## src/rtl/conv_result_drain_if.sv

```systemverilog
// Bundles the FIFO read side and the downstream result stream of conv_result_drain.
//
// Handshake rules:
//   FIFO side: the FIFO pops when fifo_en=1 and fifo_empty=0. Its registered data
//   appears on fifo_data/fifo_valid one cycle after the pop. fifo_valid keeps its
//   value while fifo_en=0, so it is only meaningful in the cycle after a pop.
//   Output side: a result transfers when out_valid=1 and out_ready=1 in the same
//   cycle. While out_valid=1 and out_ready=0, out_data and out_last hold stable.
//   out_last marks the final result of a frame.
interface conv_result_drain_if #(
  parameter int OUT_W = 16
);
  logic             start;
  logic [44:0]      fifo_data;
  logic             fifo_valid;
  logic             fifo_empty;
  logic             fifo_en;
  logic [OUT_W-1:0] out_data;
  logic             out_valid;
  logic             out_ready;
  logic             out_last;
  logic             frame_done;
  logic             busy;
  logic [15:0]      sat_count;
  logic [1:0]       state_dbg;

  modport slave (
    input  start, fifo_data, fifo_valid, fifo_empty, out_ready,
    output fifo_en, out_data, out_valid, out_last, frame_done, busy, sat_count, state_dbg
  );

  modport master (
    output start, fifo_data, fifo_valid, fifo_empty, out_ready,
    input  fifo_en, out_data, out_valid, out_last, frame_done, busy, sat_count, state_dbg
  );
endinterface

```

## src/rtl/conv_result_drain.sv

```systemverilog
// Drains a fixed number of 45-bit convolution results per frame from the result
// FIFO, rounds/shifts/saturates each one to OUT_W bits and streams it out through
// a 3-entry skid buffer with frame framing (out_last, frame_done).
module conv_result_drain #(
  parameter int RESULTS_PER_FRAME = 15,
  parameter int OUT_W             = 16,
  parameter int SHIFT             = 8
) (
  input logic clk,
  input logic reset,
  conv_result_drain_if.slave bus
);

  typedef enum logic [1:0] {
    S_IDLE = 2'd0,
    S_RUN  = 2'd1,
    S_DONE = 2'd2
  } state_t;

  localparam logic [16:0]        RPF     = 17'(RESULTS_PER_FRAME);
  localparam logic signed [45:0] RND     = (46'sd1 <<< SHIFT) >>> 1;
  localparam logic signed [45:0] SAT_MAX = (46'sd1 <<< (OUT_W - 1)) - 46'sd1;
  localparam logic signed [45:0] SAT_MIN = -(46'sd1 <<< (OUT_W - 1));

  state_t            state_q, state_d;
  logic [16:0]       issued_q, issued_d;
  logic [16:0]       captured_q, captured_d;
  logic              pop_d_q;
  logic [15:0]       sat_q, sat_d;
  logic [OUT_W-1:0]  skid_data_q [3];
  logic [2:0]        skid_last_q;
  logic [1:0]        rd_ptr_q, wr_ptr_q, occ_q;

  logic              fifo_en_c, pop, capture, rerequest;
  logic              out_valid_c, hs, head_last, frame_start;
  logic              busy_c, done_c;
  logic signed [45:0] ext, rounded, shifted;
  logic [OUT_W-1:0]  res;
  logic              clamp;

  function automatic logic [1:0] ptr_inc(input logic [1:0] p);
    return (p == 2'd2) ? 2'd0 : p + 2'd1;
  endfunction

  // Pop issue: stop requesting once the frame quota is issued or the skid
  // buffer plus the word in flight would overflow it.
  always_comb begin
    fifo_en_c   = (state_q == S_RUN) && (issued_q < RPF) &&
                  (({1'b0, occ_q} + {2'b0, pop_d_q}) < 3'd3);
    pop         = fifo_en_c & ~bus.fifo_empty;
    capture     = pop_d_q & bus.fifo_valid;
    rerequest   = pop_d_q & ~bus.fifo_valid;
    out_valid_c = (occ_q != 2'd0);
    hs          = out_valid_c & bus.out_ready;
    head_last   = skid_last_q[rd_ptr_q];
    frame_start = (state_q == S_IDLE) & bus.start;
  end

  // Round half up, arithmetic shift, clamp to the signed OUT_W range.
  always_comb begin
    ext     = {bus.fifo_data[44], bus.fifo_data};
    rounded = ext + RND;
    shifted = rounded >>> SHIFT;
    clamp   = 1'b0;
    res     = shifted[OUT_W-1:0];
    if (shifted > SAT_MAX) begin
      res   = SAT_MAX[OUT_W-1:0];
      clamp = 1'b1;
    end else if (shifted < SAT_MIN) begin
      res   = SAT_MIN[OUT_W-1:0];
      clamp = 1'b1;
    end
  end

  // Frame FSM next state and state-derived outputs.
  always_comb begin
    state_d = state_q;
    busy_c  = 1'b0;
    done_c  = 1'b0;
    case (state_q)
      S_IDLE: if (bus.start) state_d = S_RUN;
      S_RUN: begin
        busy_c = 1'b1;
        if (hs && head_last) state_d = S_DONE;
      end
      S_DONE: begin
        busy_c  = 1'b1;
        done_c  = 1'b1;
        state_d = S_IDLE;
      end
      default: state_d = S_IDLE;
    endcase
  end

  // Frame counters: a pop whose data never turned valid is given back to issued.
  always_comb begin
    if (frame_start) begin
      issued_d   = '0;
      captured_d = '0;
      sat_d      = '0;
    end else begin
      issued_d   = issued_q + 17'(pop) - 17'(rerequest);
      captured_d = captured_q + 17'(capture);
      sat_d      = (capture && clamp && (sat_q != 16'hFFFF)) ? sat_q + 16'd1 : sat_q;
    end
  end

  // State, counters and skid buffer registers.
  always_ff @(posedge clk) begin
    if (!reset) begin
      state_q    <= S_IDLE;
      issued_q   <= '0;
      captured_q <= '0;
      pop_d_q    <= 1'b0;
      sat_q      <= '0;
      rd_ptr_q   <= '0;
      wr_ptr_q   <= '0;
      occ_q      <= '0;
      skid_last_q <= '0;
    end else begin
      state_q    <= state_d;
      issued_q   <= issued_d;
      captured_q <= captured_d;
      pop_d_q    <= pop;
      sat_q      <= sat_d;
      if (capture) begin
        skid_data_q[wr_ptr_q] <= res;
        skid_last_q[wr_ptr_q] <= (captured_q == RPF - 17'd1);
        wr_ptr_q              <= ptr_inc(wr_ptr_q);
      end
      if (hs) rd_ptr_q <= ptr_inc(rd_ptr_q);
      occ_q <= occ_q + 2'(capture) - 2'(hs);
    end
  end

  // Output data is forced to zero whenever nothing valid is presented.
  always_comb begin
    bus.fifo_en    = fifo_en_c;
    bus.out_valid  = out_valid_c;
    bus.out_data   = out_valid_c ? skid_data_q[rd_ptr_q] : '0;
    bus.out_last   = out_valid_c & head_last;
    bus.frame_done = done_c;
    bus.busy       = busy_c;
    bus.sat_count  = sat_q;
    bus.state_dbg  = state_q;
  end

endmodule

```

## src/flat_wrapper.sv

```systemverilog
// flat-port wrapper written by rule: the top's interface ports become plain ports
module conv_result_drain_flat 
#(
  parameter int RESULTS_PER_FRAME = 15,
  parameter int OUT_W             = 16,
  parameter int SHIFT             = 8
)
  (clk, reset, bus_start, bus_fifo_data, bus_fifo_valid, bus_fifo_empty, bus_out_ready, bus_fifo_en, bus_out_data, bus_out_valid, bus_out_last, bus_frame_done, bus_busy, bus_sat_count, bus_state_dbg);
  conv_result_drain_if #(.OUT_W(OUT_W)) bus_i ();
  input logic clk;
  input logic reset;
  input wire logic [$bits(bus_i.start)-1:0] bus_start;
  input wire logic [$bits(bus_i.fifo_data)-1:0] bus_fifo_data;
  input wire logic [$bits(bus_i.fifo_valid)-1:0] bus_fifo_valid;
  input wire logic [$bits(bus_i.fifo_empty)-1:0] bus_fifo_empty;
  input wire logic [$bits(bus_i.out_ready)-1:0] bus_out_ready;
  output wire logic [$bits(bus_i.fifo_en)-1:0] bus_fifo_en;
  output wire logic [$bits(bus_i.out_data)-1:0] bus_out_data;
  output wire logic [$bits(bus_i.out_valid)-1:0] bus_out_valid;
  output wire logic [$bits(bus_i.out_last)-1:0] bus_out_last;
  output wire logic [$bits(bus_i.frame_done)-1:0] bus_frame_done;
  output wire logic [$bits(bus_i.busy)-1:0] bus_busy;
  output wire logic [$bits(bus_i.sat_count)-1:0] bus_sat_count;
  output wire logic [$bits(bus_i.state_dbg)-1:0] bus_state_dbg;
  assign bus_i.start = bus_start;
  assign bus_i.fifo_data = bus_fifo_data;
  assign bus_i.fifo_valid = bus_fifo_valid;
  assign bus_i.fifo_empty = bus_fifo_empty;
  assign bus_i.out_ready = bus_out_ready;
  assign bus_fifo_en = bus_i.fifo_en;
  assign bus_out_data = bus_i.out_data;
  assign bus_out_valid = bus_i.out_valid;
  assign bus_out_last = bus_i.out_last;
  assign bus_frame_done = bus_i.frame_done;
  assign bus_busy = bus_i.busy;
  assign bus_sat_count = bus_i.sat_count;
  assign bus_state_dbg = bus_i.state_dbg;
  conv_result_drain #(.RESULTS_PER_FRAME(RESULTS_PER_FRAME), .OUT_W(OUT_W), .SHIFT(SHIFT)) u_core (.clk(clk), .reset(reset), .bus(bus_i));
endmodule
```

## config.mk

```make
export PLATFORM = sky130hd
export DESIGN_NAME = conv_result_drain_flat
export DESIGN_NICKNAME = d
export VERILOG_FILES = /design/src/rtl/conv_result_drain_if.sv /design/src/rtl/conv_result_drain.sv /design/src/flat_wrapper.sv
export SDC_FILE = /design/constraint.sdc
export NUM_CORES = 1
export LEC_CHECK = 0
export ABC_AREA = 1
export CAP_MARGIN = 30
export CORE_ASPECT_RATIO = 0.75
export CORE_MARGIN = 10
export CORE_UTILIZATION = 40
export DETAILED_ROUTE_END_ITERATION = 6
export GPL_ROUTABILITY_DRIVEN = 0
export HOLD_SLACK_MARGIN = 0.15
export MAX_ROUTING_LAYER = met4
export SLEW_MARGIN = 10
export SYNTH_ARGS = -nofsm -noshare
export SYNTH_HDL_FRONTEND = slang
export SYNTH_SLANG_ARGS = --single-unit
```

## constraint.sdc

```tcl
create_clock -name clk -period 7.2 [get_ports clk]
set_input_delay 0.72 -clock clk [delete_from_list [all_inputs] [get_ports clk]]
set_output_delay 0.72 -clock clk [all_outputs]
set_load 0.005 [all_outputs]
```

Yosys cells after proc, flatten, opt, wreduce, memory -nomap -nowiden
Memory sizes are Yosys's and may differ from the RTL's. A register that Yosys moved wholly into a read port is not among the register bits. Index checks and enable logic that the tools add are counted.

Register bits: 62. Input port bits: 51. Memories kept: 1. Memory bits (writable): 48. Output and inout bits: 39.

Add/sub/neg operators: 10. $lt $le $gt $ge: 7. Eq/ne operators: 8. Reductions and logical operators: 11. Multiplexer cells: 22. Bitwise gates (word level): 9.

Memory list: u_core.skid_data_q (words 3, width 16, read ports 1, clocked after Yosys merged registers in 1, wr ports 1, line conv_result_drain.sv:30) `logic [OUT_W-1:0] skid_data_q [3];`.

Operators by type and width (count): $mux W16 (3); $add A45 B9 Y46 const B (1); $gt A38 B16 Y1 const B (1); $lt A38 B16 Y1 const B (1); $add A17 B1 Y17 (2); $eq A17 B4 Y1 const B (1); $lt A17 B4 Y1 const B (1); $sub A17 B1 Y17 (1); $add A16 B1 Y16 const B (1); $ne A16 B16 Y1 const B (1); $mux W2 (6); $mux W1 (9); $and A1 B1 Y1 (6); $eq A2 B2 Y1 const B (3); $logic_and A1 B1 Y1 (6); $lt A2 B3 Y1 const B (2); $add A2 B1 Y2 const B (2); $ne A2 B2 Y1 const B (2); $pmux W2 S2 (1); $reduce_or A2 Y1 (2); $add A2 B1 Y3 (1); $bwmux W3 (1); $lt A3 B2 Y1 const B (1); $not A1 Y1 (3); other kinds (9) (9).

Longest topological paths before layout
Depth in word-level cells: 6. Mapped depth: 25.

Worst setup path before layout
No wires, ideal clock.

Kind: register to register. Start: register u_core.issued_q[4]. End: register u_core.issued_q[14]. Stages on the path, launching flop included: 25. Data arrival time: 3.179 ns. Library setup time: 0.115 ns. Setup slack: 3.906 ns. Buffers on the path: 0. Required time: 7.085 ns. Cells stage by stage: dfxtp_1 -> inv_1 -> ha_1 -> nand3_1 -> a31oi_1 -> o21ai_0 -> nand2_1 -> nand2_1 -> nand2_1 -> a221oi_1 -> nand2_1 -> inv_1 -> ha_1 -> fa_1 -> nand3_1 -> nand3_1 -> nand2_1 -> nand2_1 -> a21oi_1 -> o21ai_0 -> a21boi_0 -> o21ai_0 -> nand3_1 -> a21oi_1 -> nor2_1.

Word-level cells in the longest chain between the ends: 6.

RTL lines: start: declaration (line conv_result_drain.sv:26) `logic [16:0] issued_q, issued_d;`; start signal: assignment (line conv_result_drain.sv:122) `issued_q <= issued_d;`; $lt A17 B4 Y1 (line conv_result_drain.sv:48) `fifo_en_c = (state_q == S_RUN) && (issued_q < RPF) &&`; $logic_and A1 B1 Y1 (2 in series) (line conv_result_drain.sv:48); named net bus_fifo_en (line flat_wrapper.sv:17) `output wire logic [$bits(bus_i.fifo_en)-1:0] bus_fifo_en;`; $and A1 B1 Y1 (line conv_result_drain.sv:50) `pop = fifo_en_c & ~bus.fifo_empty;`; named net u_core.pop (line conv_result_drain.sv:34) `logic fifo_en_c, pop, capture, rerequest;`; $add A17 B1 Y17 (line conv_result_drain.sv:102) `issued_d = issued_q + 17'(pop) - 17'(rerequest);`; $sub A17 B1 Y17 (line conv_result_drain.sv:102).

The timed path passes the listed nets, and every way through them passes these cells. A chain may end at the register's enable or synchronous reset.

Final worst setup path
Start: register u_core.issued_q[4]. End: register u_core.issued_q[14].

Word-level cells in the longest chain between the ends: 6.

RTL lines (line): $lt A17 B4 Y1 (conv_result_drain.sv:48); $logic_and A1 B1 Y1 (2 in series) (conv_result_drain.sv:48); $and A1 B1 Y1 (conv_result_drain.sv:50); named net u_core.pop (conv_result_drain.sv:34); $add A17 B1 Y17 (conv_result_drain.sv:102); $sub A17 B1 Y17 (conv_result_drain.sv:102).

The timed path passes the listed nets, and every way through them passes these cells.

==> results.md <==
- Least-Margin Pin Slew: 0.910 ns
- Slew Limit Headroom: 39.1%
- Number of top-level design ports: 90
- Fin. max-slew vios: 0
- Kind of end point of the critical path: flip-flop
- Total of max-cap violations: 0
- Cell Area, Synth: 7270 um^2
- Synthesized net count: 1050
- Unrepaired setup endpoints after global routing: no
- Synthesis Warnings: 0
- Layout-stage area growth over the synthesis result: 19.7%
- Routed metal-1 wirelength: 9.28 mm
- Final period util: 54.9%
- Initial antenna violation count: 0
- Total count of hold-check failures in the final report: 0
- Status: complete, no violations
- Clock sink count: 112
- Global-route wire length before repair: 28.1 mm
- Clock tree from TritonCTS: yes
- DRC violation count after routing: 0
- Routed wl met2: 6.93 mm
- Detailed-router iteration count before antenna repair: 5
- Total negative setup slack: 0 ns
- Number of register bits inferred by synthesis: 112
- EDFF count, synth: 48
- Maximum number of pins on one net before global-route repair: 33
- Final-stage net count: 1134
- Async S/R FF share, synth: 0%
- Filler Cell Count: 1802
- Sequential-to-total area share from yosys stat: 37.5%
- Total number of vias: 6173
- Vertical die dimension: 137 um
- Worst voltage drop across the vdd grid: 137 uV
- Distinct cells, synth: 42
- Post_cts resized: 0
- Area used by multi-input combinational logic: 3930 um^2
- Power Dens Cells: 253 nW/um^2
- DRC marker count from the first detailed-route iteration: 342
- Category of the most critical setup path: flip-flop to flip-flop
- Leading register cell type out of synthesis: sky130_fd_sc_hd__dfxtp_1
- Maximum net fanout on the critical path: 4
- Clock tree buffer depth: 2
- Final setup violating endpoints: 0
- Total number of placement rows: 42
- Starting utilization of the core area: 40.9%
- Final worst path period need: 3.95 ns
- Synthesized instance count: 957
- Critical path startpoint category: flip-flop
- Post-DR vias/cell: 4.79
- Sequential cell area: 2720 um^2
- Die Wd: 176 um
- Static leakage power: 3.56 nW
- Root cell of the clock tree: sky130_fd_sc_hd__clkbuf_16
- Achievable clock frequency: 253 MHz
- Clock skew after layout: 0.00870 ns
- Total routing usage reported by global routing: 14.8%
- Number of H-tree levels: 3
- Worst Path Arrival: 4.21 ns
- Top routing layer in use: met4
- Diode insertion count for antenna repair: 0
- Total grt overflow: 0
- Final core utilization: 49.0%
- Number of buffer cells added on primary ports: 82
- Mean area per synthesized cell: 7.59 um^2
- Cell area reported after detailed placement: 8370 um^2
- Post-CTS repair timing setup buffer count: 0
- Average routed wire per standard cell: 13.3 um
- DIE AREA: 24000 um^2
- TritonCTS buffer count: 9
- Insertion delay to the later sink of the worst-skew pair: 0.37 ns
- Data required time of the critical path: 7.46 ns
- WL final: 17.2 mm
- Clock input transition at the sequential cells of the worst setup and hold paths: 0.08 ns
- Vias in the first global route: 5588
- Core region area: 17800 um^2
- Number of hold buffers added after CTS: 0
- DP HPWL: 13.2 mm
- Total met3 wirelength after detailed routing: 734 um
- Antenna-violating nets left: 0
- Hold Path Class: flip-flop to flip-flop
- Post-route cell area: 8700 um^2
- Fraction of layout instances using a drive strength above 1: 9.46%
==> cell families after synthesis <==
kind of cell    Yosys count  share of synthesized area, %
simple gates            428                          27.8
buf+inv                 163                          8.66
compound gates          162                          12.2
flops                   112                          37.5
fa+ha+maj                42                          7.33
xor+xnor                 34                          4.10
mux                      16                          2.48
==> flip-flops by register name (all words and copies together) (netlist names), 3 cells and up, named ones only <==
signal / flops
u_core.issued_q: 17
u_core.skid_data_q: 48
u_core.bus.sat_count: 16
u_core.skid_last_q: 3
u_core.captured_q: 17
==> routing by layer <==
metal  vias up  track usage [%]
li1       3304                -
met1      2739             21.3
met2       116             20.3
met3        14             3.14
met4         0             4.09
met5         -                -
==> metrics by stage <==
stage / hold slack (ns) / setup WS (ns) / instances / total power [W]
floorplan: 0.444 / 3.91 / 957 / 0.00136
global placement: 0.464 / 3.27 / 1271 / 0.00168
detailed placement: 0.475 / 3.23 / 1271 / 0.00169
CTS: 0.489 / 3.19 / 1287 / 0.00222
global route: 0.505 / 2.66 / 1288 / 0.00239
finish: 0.487 / 3.25 / 1288 / 0.00220
==> critical path, cell delays in order, from the launching register on <==
cell and delay (ns):
sky130_fd_sc_hd__dfxtp_1 0.35, sky130_fd_sc_hd__inv_1 0.06, sky130_fd_sc_hd__ha_1 0.20, sky130_fd_sc_hd__nand3_1 0.09, sky130_fd_sc_hd__a31oi_1 0.08, sky130_fd_sc_hd__o21ai_0 0.15, sky130_fd_sc_hd__nand2_1 0.07, sky130_fd_sc_hd__nand2_1 0.05
sky130_fd_sc_hd__nand2_1 0.05, sky130_fd_sc_hd__a221oi_1 0.36, sky130_fd_sc_hd__nand2_1 0.13, sky130_fd_sc_hd__inv_1 0.08, sky130_fd_sc_hd__ha_1 0.18, sky130_fd_sc_hd__fa_1 0.22, sky130_fd_sc_hd__nand3_1 0.08, sky130_fd_sc_hd__nand3_1 0.11
sky130_fd_sc_hd__nand2_1 0.06, sky130_fd_sc_hd__nand2_1 0.06, sky130_fd_sc_hd__a21oi_1 0.08, sky130_fd_sc_hd__o21ai_0 0.41, sky130_fd_sc_hd__a21boi_0 0.24, sky130_fd_sc_hd__o21ai_0 0.38, sky130_fd_sc_hd__nand3_1 0.16, sky130_fd_sc_hd__a21oi_1 0.16
sky130_fd_sc_hd__nor2_1 0.06
==> placed cells by master, fill, tap and decap left out, types with 12 or more instances in the layout <==
master / netlist / layout
sky130_fd_sc_hd__clkdlybuf4s50_1: 0 / 82
sky130_fd_sc_hd__edfxtp_1: 48 / 48
sky130_fd_sc_hd__nand2_2: 13 / 13
sky130_fd_sc_hd__a21oi_1: 76 / 76
sky130_fd_sc_hd__ha_1: 41 / 41
sky130_fd_sc_hd__nand2_1: 186 / 186
sky130_fd_sc_hd__nand4_1: 16 / 16
sky130_fd_sc_hd__xnor2_1: 18 / 18
sky130_fd_sc_hd__mux2_2: 16 / 16
sky130_fd_sc_hd__dfxtp_1: 64 / 64
sky130_fd_sc_hd__nor2_1: 98 / 97
sky130_fd_sc_hd__xor2_1: 16 / 16
sky130_fd_sc_hd__nor2_2: 11 / 12
sky130_fd_sc_hd__nor3_1: 18 / 18
sky130_fd_sc_hd__inv_1: 144 / 144
sky130_fd_sc_hd__o21ai_0: 59 / 59
sky130_fd_sc_hd__nand3_1: 46 / 46
==> path summary, 6_finish.rpt <==
path                                                      start                         endpoint  slack [ns]  cells after the start
worst min-delay path            u_core.wr_ptr_q[1]$_SDFFE_PN0P_  u_core.wr_ptr_q[1]$_SDFFE_PN0P_        0.49                      2
worst max-delay path              u_core.issued_q[4]$_SDFF_PP0_   u_core.issued_q[14]$_SDFF_PP0_        3.25                     24
worst max register to register    u_core.issued_q[4]$_SDFF_PP0_   u_core.issued_q[14]$_SDFF_PP0_        3.25                     24
worst min register to register  u_core.wr_ptr_q[1]$_SDFFE_PN0P_  u_core.wr_ptr_q[1]$_SDFFE_PN0P_        0.49                      2
==> report_power, final <==
| group | leakage, nW | switching [W] | internal [W] |
|---|---|---|---|
| sequential | 0.947 | 0.0000454 | 0.000714 |
| clock | 0.153 | 0.000264 | 0.000252 |
| combinational | 2.46 | 0.000529 | 0.000395 |
==> synthesized netlist by cell type, types with 2 or more instances <==
| cell | instances | area (um^2) |
|---|---|---|
| sky130_fd_sc_hd__a21oi_1 | 76 | 380 |
| sky130_fd_sc_hd__a21oi_2 | 10 | 87.6 |
| sky130_fd_sc_hd__a31oi_1 | 3 | 18.8 |
| sky130_fd_sc_hd__buf_1 | 2 | 7.51 |
| sky130_fd_sc_hd__clkbuf_1 | 12 | 45.0 |
| sky130_fd_sc_hd__dfxtp_1 | 64 | 1280 |
| sky130_fd_sc_hd__edfxtp_1 | 48 | 1440 |
| sky130_fd_sc_hd__ha_1 | 41 | 513 |
| sky130_fd_sc_hd__inv_1 | 144 | 541 |
| sky130_fd_sc_hd__inv_2 | 2 | 7.51 |
| sky130_fd_sc_hd__mux2_2 | 16 | 180 |
| sky130_fd_sc_hd__nand2_1 | 186 | 698 |
| sky130_fd_sc_hd__nand2_2 | 13 | 81.3 |
| sky130_fd_sc_hd__nand2_4 | 7 | 78.8 |
| sky130_fd_sc_hd__nand3_1 | 46 | 230 |
| sky130_fd_sc_hd__nand3_2 | 7 | 70.1 |
| sky130_fd_sc_hd__nand3b_1 | 11 | 82.6 |
| sky130_fd_sc_hd__nand4_1 | 16 | 100 |
| sky130_fd_sc_hd__nor2_1 | 98 | 368 |
| sky130_fd_sc_hd__nor2_2 | 11 | 68.8 |
| sky130_fd_sc_hd__nor2_4 | 6 | 67.6 |
| sky130_fd_sc_hd__nor2_8 | 2 | 40.0 |
| sky130_fd_sc_hd__nor3_1 | 18 | 90.1 |
| sky130_fd_sc_hd__nor4_1 | 5 | 31.3 |
| sky130_fd_sc_hd__o21a_1 | 4 | 30.0 |
| sky130_fd_sc_hd__o21ai_0 | 59 | 295 |
| sky130_fd_sc_hd__o21ai_1 | 2 | 10.0 |
| sky130_fd_sc_hd__o31ai_1 | 2 | 15.0 |
| sky130_fd_sc_hd__xnor2_1 | 18 | 158 |
| sky130_fd_sc_hd__xor2_1 | 16 | 140 |
==> layout make-up <==
type / count / share of cell area (%)
flip-flops and latches: 112 / 31.3
multi-input cells: 682 / 45.1
repair buffers: 89 / 10.1
inverters: 147 / 6.34
well taps: 242 / 3.48
clock inverters: 7 / 1.02
clock buffers: 9 / 2.59
No activity file was read; power rests on OpenSTA's default activity.
